--- config.mk ---
export PLATFORM = sky130hd
export DESIGN_NAME = dma_rd_burst_sequencer
export DESIGN_NICKNAME = d
export VERILOG_FILES = /design/src/rtl/dma_rd_burst_sequencer.sv
export SDC_FILE = /design/constraint.sdc
export NUM_CORES = 1
export LEC_CHECK = 0
export ABC_CLOCK_PERIOD_IN_PS = 7900
export CORE_ASPECT_RATIO = 1.25
export CORE_MARGIN = 3
export CORE_UTILIZATION = 48
export CTS_BUF_LIST = sky130_fd_sc_hd__clkbuf_2 sky130_fd_sc_hd__clkbuf_4 sky130_fd_sc_hd__clkbuf_8
export DETAILED_ROUTE_END_ITERATION = 6
export PLACE_DENSITY_LB_ADDON = 0.2
export SYNTH_ARGS = -nofsm -noshare
export SYNTH_HDL_FRONTEND = slang
export SYNTH_SLANG_ARGS = --single-unit
--- constraint.sdc ---
create_clock -name aclk -period 7.9 [get_ports aclk]
set_input_delay 1.58 -clock aclk [delete_from_list [all_inputs] [get_ports aclk]]
set_output_delay 1.58 -clock aclk [all_outputs]
set_load 0.01 [all_outputs]
--- src/rtl/dma_rd_burst_sequencer.sv ---
// Splits one DMA read command into AXI4 INCR AR bursts (4 KB safe, length capped) and
// tracks outstanding bursts until their final rlast. Optional DMA_RD_SEQ_STATS_EN adds stat_bursts.
module dma_rd_burst_sequencer #(
  parameter int unsigned ADDR_WIDTH      = 32,
  parameter int unsigned DATA_WIDTH      = 32,
  parameter int unsigned LEN_WIDTH       = 23,
  parameter int unsigned MAX_BURST       = 16,
  parameter int unsigned MAX_OUTSTANDING = 4
) (
  input  logic                  aclk,
  input  logic                  areset,
  input  logic                  cmd_valid,
  output logic                  cmd_ready,
  input  logic [ADDR_WIDTH-1:0] cmd_addr,
  input  logic [LEN_WIDTH-1:0]  cmd_bytes,
  output logic                  m_axi_arvalid,
  input  logic                  m_axi_arready,
  output logic [ADDR_WIDTH-1:0] m_axi_araddr,
  output logic [7:0]            m_axi_arlen,
  output logic [2:0]            m_axi_arsize,
  output logic [1:0]            m_axi_arburst,
  input  logic                  r_beat,
  input  logic                  m_axi_rlast,
  input  logic [1:0]            m_axi_rresp,
  output logic                  busy,
`ifdef DMA_RD_SEQ_STATS_EN
  output logic [15:0]           stat_bursts,
`endif
  output logic                  done_valid,
  output logic                  done_err
);

  localparam int unsigned ByteLanes = DATA_WIDTH / 8;
  localparam int unsigned SizeLog2  = $clog2(ByteLanes);
  localparam int unsigned OutW      = $clog2(MAX_OUTSTANDING + 1);

  localparam logic [1:0] StIdle  = 2'd0;
  localparam logic [1:0] StIssue = 2'd1;
  localparam logic [1:0] StDrain = 2'd2;
  localparam logic [1:0] StDone  = 2'd3;

  logic [1:0]            state_q, state_d;
  logic [ADDR_WIDTH-1:0] addr_q, addr_d;
  logic [LEN_WIDTH-1:0]  beats_left_q, beats_left_d;
  logic [OutW-1:0]       out_q, out_d;
  logic                  err_q, err_d;

  logic        bad_cmd;
  logic        ar_hs;
  logic        rlast_hit;
  logic [12:0] room_bytes;
  logic [31:0] room_beats;
  logic [31:0] burst_beats;

  // Misalignment and partial-word lengths are tested with masks so ByteLanes == 1 also works.
  assign bad_cmd = ((cmd_addr & ADDR_WIDTH'(ByteLanes - 1)) != '0) || (cmd_bytes == '0) ||
                   ((cmd_bytes & LEN_WIDTH'(ByteLanes - 1)) != '0);

  always_comb begin
    room_bytes  = 13'h1000 - {1'b0, addr_q[11:0]};
    room_beats  = 32'(room_bytes >> SizeLog2);
    burst_beats = 32'(beats_left_q);
    if (MAX_BURST < burst_beats) begin
      burst_beats = MAX_BURST;
    end
    if (room_beats < burst_beats) begin
      burst_beats = room_beats;
    end
  end

  assign m_axi_araddr  = addr_q;
  // Outside ISSUE beats_left is zero; hold arlen at 0 rather than wrapping to 255.
  assign m_axi_arlen   = (burst_beats == 32'd0) ? 8'd0 : 8'(burst_beats - 32'd1);
  assign m_axi_arsize  = 3'(SizeLog2);
  assign m_axi_arburst = 2'b01;
  assign m_axi_arvalid = (state_q == StIssue) && (32'(out_q) < MAX_OUTSTANDING);

  assign ar_hs     = m_axi_arvalid & m_axi_arready;
  // A stray rlast with nothing outstanding is dropped so the counter cannot underflow.
  assign rlast_hit = r_beat & m_axi_rlast & (out_q != '0);

  assign cmd_ready  = (state_q == StIdle);
  assign busy       = (state_q != StIdle);
  assign done_valid = (state_q == StDone);
  assign done_err   = (state_q == StDone) & err_q;

  always_comb begin
    out_d = out_q;
    if (ar_hs && !rlast_hit) begin
      out_d = out_q + OutW'(1);
    end else if (!ar_hs && rlast_hit) begin
      out_d = out_q - OutW'(1);
    end
  end

  always_comb begin
    state_d      = state_q;
    addr_d       = addr_q;
    beats_left_d = beats_left_q;
    err_d        = err_q;
    if (busy && r_beat && (m_axi_rresp != 2'b00)) begin
      err_d = 1'b1;
    end
    case (state_q)
      StIdle: begin
        if (cmd_valid) begin
          addr_d = cmd_addr;
          if (bad_cmd) begin
            err_d        = 1'b1;
            beats_left_d = '0;
            state_d      = StDone;
          end else begin
            err_d        = 1'b0;
            beats_left_d = cmd_bytes >> SizeLog2;
            state_d      = StIssue;
          end
        end
      end
      StIssue: begin
        if (ar_hs) begin
          addr_d       = addr_q + ADDR_WIDTH'(burst_beats << SizeLog2);
          beats_left_d = beats_left_q - LEN_WIDTH'(burst_beats);
          if (beats_left_q == LEN_WIDTH'(burst_beats)) begin
            state_d = StDrain;
          end
        end
      end
      StDrain: begin
        if (out_d == '0) begin
          state_d = StDone;
        end
      end
      default: begin
        state_d = StIdle;
      end
    endcase
  end

  always_ff @(posedge aclk) begin
    if (areset) begin
      state_q      <= StIdle;
      addr_q       <= '0;
      beats_left_q <= '0;
      out_q        <= '0;
      err_q        <= 1'b0;
    end else begin
      state_q      <= state_d;
      addr_q       <= addr_d;
      beats_left_q <= beats_left_d;
      out_q        <= out_d;
      err_q        <= err_d;
    end
  end

`ifdef DMA_RD_SEQ_STATS_EN
  logic [15:0] stat_q;

  always_ff @(posedge aclk) begin
    if (areset) begin
      stat_q <= '0;
    end else if (ar_hs && (stat_q != 16'hFFFF)) begin
      stat_q <= stat_q + 16'd1;
    end
  end

  assign stat_bursts = stat_q;
`endif

endmodule
# == Word-level counts from Yosys, hierarchy flattened ==
# Index checks and enable logic that the tools add are counted.
# totals
regBits,61
latchBits,0
mem_bits_rw,0
rom_bits,0
inputBits,63
memories,0
# op_classes
addsub,6
multipliers,0
div_mod_pow,0
order_cmp,3
eq_ne,8
n_shift,0
muxes,22
bitwise,4
reduce_logical,21
# op_table
operator,count
23-bit two-way mux,4
32-bit two-way mux,2
32-bit case mux with 2 select lines,1
23-bit case mux with 2 select lines,1
32-bit by 25-bit adder with 32-bit output,1
32-bit logical NOT,1
32-bit nonzero test,1
23-bit == test,1
23-bit logical NOT,1
11-bit by 23-bit < comparator with 1-bit output,1
5-bit by 23-bit < comparator with 1-bit output (first input constant),1
23-bit nonzero test,1
23-bit subtractor,1
21-bit two-way mux,1
13-bit by 12-bit subtractor with 13-bit output (first input constant),1
2-bit two-way mux,5
8-bit two-way mux,1
8-bit by 1-bit subtractor with 8-bit output (second input constant),1
3-bit two-way mux,2
2-bit != test (second input constant),3
2-bit case mux with 3 select lines,1
2-bit nonzero test,3
1-bit logical AND,5
1-bit bitwise AND,4
14 further kinds,20

# == Longest topological paths before layout ==
# logic_depth
depth_word,10
ltp_mapped,27

# == Worst setup path after synthesis ==
# Ideal clock, no wire load.
# synth_timing
path_kind,register to output
from,register addr_q[3] (netlist: m_axi_araddr[3])
to,output m_axi_arlen[7]
t_arrival_ns,4.610
required_ns,6.320
path_slack_ns,1.710
path_stages_with_launch,21
n_path_buf,2
cell_sequence,dfxtp_1 clkbuf_1 nor3_1 and4_1 xor2_1 inv_1 ha_1 a21o_1 a21o_1 a211oi_1 o221ai_1 buf_4 o21ai_2 o21ai_0 nor3_1 nand2_1 a21oi_1 nand2_1 mux2_2 nand2_1 o211a_1
# synth_between
elab_chain_len,5
elab_cells_between_ends,6
classes_between,add/sub: 2; order compare: 1; mux: 2; reduce/logical: 1
# synth_lines
item,line_no,rtl
start: declaration,43,"logic [ADDR_WIDTH-1:0] addr_q, addr_d;"
start signal: assignment,148,addr_q <= addr_d;
13-bit by 12-bit subtractor with 13-bit output (*),60,"room_bytes = 13'h1000 - {1'b0, addr_q[11:0]};"
11-bit by 23-bit < comparator with 1-bit output,66,if (room_beats < burst_beats) begin
23-bit two-way mux (*),66,
8-bit by 1-bit subtractor with 8-bit output or 32-bit logical NOT (tied branches),73,assign m_axi_arlen = (burst_beats == 32'd0) ? 8'd0 : 8'(burst_beats - 32'd1);
8-bit two-way mux (*),73,
end: declaration,19,"output logic [7:0] m_axi_arlen,"
# Every way passes the cells marked *; elsewhere a longest branch is shown, timed or not.

# == Worst setup path in the final report ==
# layout_timing
from,register addr_q[2] (netlist: m_axi_araddr[2])
to,output m_axi_arlen[7]
# Same word-level chain as after synthesis.

==> summary.md <==
| Metric | Value |
|---|---|
| Hpwl dp | `16.8 mm` |
| GRT overflow | `0` |
| Crit-path max FO | `10` |
| Slew @ Worst Pin | `0.913 ns` |
| Setup-failing EPs final | `0` |
| Placed Area | `8210 um^2` |
| Total negative setup slack | `0 ns` |
| GRT Util Overall | `27.2%` |
| F_max | `0.133 GHz` |
| Final WL | `22.3 mm` |
| Post-route ant nets | `0` |
| WP data arrival | `5.92 ns` |
| Clock skew | `0.0143 ns` |
| Simple-Gate Fraction of Synth Area | `22.4%` |
| Max-slew violations | `0` |
| Vias per inst | `6.19` |
| Vias | `7596` |
| Clk_lat worst skew | `0.37 ns` |
| First-pass GRT wire length | `35.4 mm` |
| M1 GR Usage | `34.5%` |
| Kind of critical path | `reg -> out` |
| CTS H-tree lvls | `3` |
| YS warnings | `0` |
| CTS buffer count | `9` |
| PortBufs | `107` |
| Post-synth EDFFs | `0` |
| Adder-cell share of the synthesized area | `10.1%` |
| Pin count of the biggest net entering global routing | `63` |
| Mux share of post-synthesis cell area | `2.20%` |
| RSZ-0062 raised after global routing | `no` |
| GP Congestion | `0.997` |
| Max cap viols | `0` |
| Initial cell density of the core | `49.6%` |
| Largest family of logic cells by synthesized area | `compound AO/OA/AOI/OAI gates` |
| XOR/XNOR Fraction of Synth Area | `7.46%` |
| Core area | `14000 um^2` |
| CTS tree | `done` |
| Worst EP required | `6.32 ns` |
| CP Launch Type | `flop` |
| Vias in the first global route | `7094` |
| Worst hold path type | `reg -> reg` |
| Slew headroom | `39.1%` |
| Area Growth Syn to Fin | `21.3%` |
| # DRC | `0` |
| Die width | `114 um` |
| Final hold vios | `0` |
| Syn Area/Cell | `7.37 um^2` |
| Initial antenna violation count | `0` |
| Synthesized area | `6950 um^2` |
| Hold path cells | `2` |
| Worst Setup End Kind | `output port` |
| Die Y | `141 um` |
| Ys async rst share | `0%` |
| Wirelength per Cell | `18.2 um` |
| Fillers | `1333` |
| Layout cells sized above 1 | `7.12%` |
| Clk buf depth | `2` |
| Met2 usage in global routing | `45.7%` |
| Grt peak-use layer | `met2` |
| DR iter-0 viols | `674` |
| Diodes inserted | `0` |
| Post-synthesis sequential area ratio | `17.6%` |
| Clock Pin Slew Worst Setup and Hold Paths | `0.08 ns` |
| # rows | `48` |
| CTS root buf | `clkbuf_8` |
| Clk sinks | `61` |
| Syn Inst Count | `943` |
| Post-CTS setup buffer count | `0` |
| DR pass1 iterations | `5` |
| Complex-gate fraction of the synthesized area | `33.6%` |
| # IOs | `113` |
| FF-to-FF path depth | `23` |
| Final worst-path cycle share | `95.0%` |
| Run status | `finished clean` |
| # nets final | `1163` |
| Seq cells post-synth | `61` |
| Die area | `16000 um^2` |
| Synth cell types | `91` |
| Dominant synthesized flop cell | `dfxtp_1` |
| Design Area, Final | `8430 um^2` |
| M3 GR Usage | `3.41%` |
| Final worst path period need | `7.50 ns` |
==> path summary, 6_finish.rpt <==
path	from	endpoint	slack, ns
worst max-delay path	m_axi_araddr[2]	m_axi_arlen[7]	0.40
worst min-delay path	m_axi_araddr[31]	m_axi_araddr[31]	0.51
worst max register to register	m_axi_araddr[2]	m_axi_araddr[26]	1.15
worst min register to register	m_axi_araddr[31]	m_axi_araddr[31]	0.51
==> through the flow <==
stage / hold slack [ns] / setup WS, ns / instances / util, %
after floorplan: 0.484 / 1.71 / 975 / -
after global placement: 0.497 / 0.962 / 1212 / 58.7
after detailed placement: 0.497 / 0.707 / 1212 / 58.7
after CTS: 0.510 / 0.324 / 1228 / 60.1
after global routing: 0.560 / 0.0227 / 1228 / 60.2
final: 0.509 / 0.395 / 1228 / 60.2
==> sequential cells by signal, indices dropped and copies added, names as in the netlist <==
name          count
state_q           2
err_q             1
beats_left_q     23
m_axi_araddr     32
out_q             3
==> per-layer routing <==
layer,up-vias,share of wire [%]
met5,-,0
met4,0,3.8
met3,63,6.2
met2,308,48
met1,3513,42
li1,3712,-
==> worst max-delay path, stage by stage (launching register included) <==
cell and delay [ns]:
dfxtp_1 0.42, nor4_4 0.60, and4_1 0.33, xor2_1 0.07, buf_4 0.18, inv_1 0.08, ha_1 0.24, a21o_1 0.16
a21o_1 0.18, a211oi_1 0.37, o221ai_1 0.41, o21ai_2 0.41, o21ai_0 0.16, nor3_1 0.34, nand2_1 0.17, a21oi_1 0.25
nand2_1 0.13, mux2_2 0.29, nand2_1 0.06, o211a_1 0.16, clkdlybuf4s50_1 0.53
==> cell usage after synthesis, types with 8 or more instances <==
library cell  number  area [um^2]
nand3_1           29          145
nor2_1            85          319
o21ai_0           49          245
and2_1             8         50.1
o22ai_1            9         56.3
clkbuf_1          46          173
dfxtp_1           61         1220
a31oi_1           20          125
or3_1             10         62.6
xnor2_1           33          289
a211oi_1          29          218
a221oi_1          16          140
o211ai_1           9         67.6
xor2_1            21          184
ha_1              52          651
nor3_1            31          155
inv_1             45          169
nand2_1           81          304
nand4_1           12         75.1
nor4_1            15         93.8
a21oi_1           78          390
a21o_1            20          150
and3_1             8         50.1
o31ai_1            8         60.1
nand2b_1           8         50.1
mux2i_1           13          130
buf_4              8         60.1
==> cell families (layout without fill, tap and decap cells) <==
family | Yosys count | after routing
compound gates | 329 | 329
xor+xnor | 56 | 56
fa+ha+maj | 57 | 57
buf+inv | 107 | 185
flops | 61 | 61
mux | 15 | 15
other cells | 2 | 34
simple gates | 316 | 316
==> final cells by class <==
type	instances	area (um^2)	area share, %
tap	175	219	2.60
inverter	45	169	2.00
sequential	61	1220	14.5
clock inverter	7	76.3	0.906
multi-input combinational	807	5420	64.4
clock buffer	9	124	1.47
timing repair buffer	124	1190	14.2
==> cell usage in the layout, fill, tap and decap left out, drive strengths merged, types with 5 or more instances in the layout <==
| cell type | netlist | layout |
|---|---|---|
| nor2 | 88 | 88 |
| a221oi | 18 | 18 |
| ha | 52 | 52 |
| nor4 | 16 | 16 |
| inv | 45 | 45 |
| o21ai | 58 | 58 |
| o211ai | 9 | 9 |
| a22oi | 5 | 5 |
| nor2b | 7 | 7 |
| and3 | 8 | 8 |
| clkbuf | 46 | 9 |
| xnor2 | 33 | 33 |
| o21a | 6 | 6 |
| dfxtp | 61 | 61 |
| nand2 | 81 | 81 |
| or2 | 5 | 5 |
| clkdlybuf4s50 | 0 | 106 |
| o311ai | 5 | 5 |
| xor2 | 21 | 21 |
| mux2i | 13 | 13 |
| maj3 | 5 | 5 |
| and2 | 8 | 8 |
| or3 | 10 | 10 |
| nor3 | 31 | 31 |
| nand2b | 8 | 8 |
| buf | 16 | 18 |
| a21o | 20 | 20 |
| o31ai | 9 | 9 |
| a211oi | 30 | 30 |
| o22ai | 9 | 9 |
| nand4 | 12 | 12 |
| nand3 | 29 | 29 |
| a311oi | 6 | 6 |
| a21oi | 79 | 79 |
| conb | 2 | 34 |
| a31oi | 23 | 23 |
==> what timing repair did <==
action | 4_1_cts | 5_1_grt
hold buffers | 0 | 0
endpoints found under the setup margin | 0 | 1
gates resized for setup | 0 | 2
Power is not shown: default switching activity piles up to over one toggle a cycle in this logic, so the estimate is an artifact.
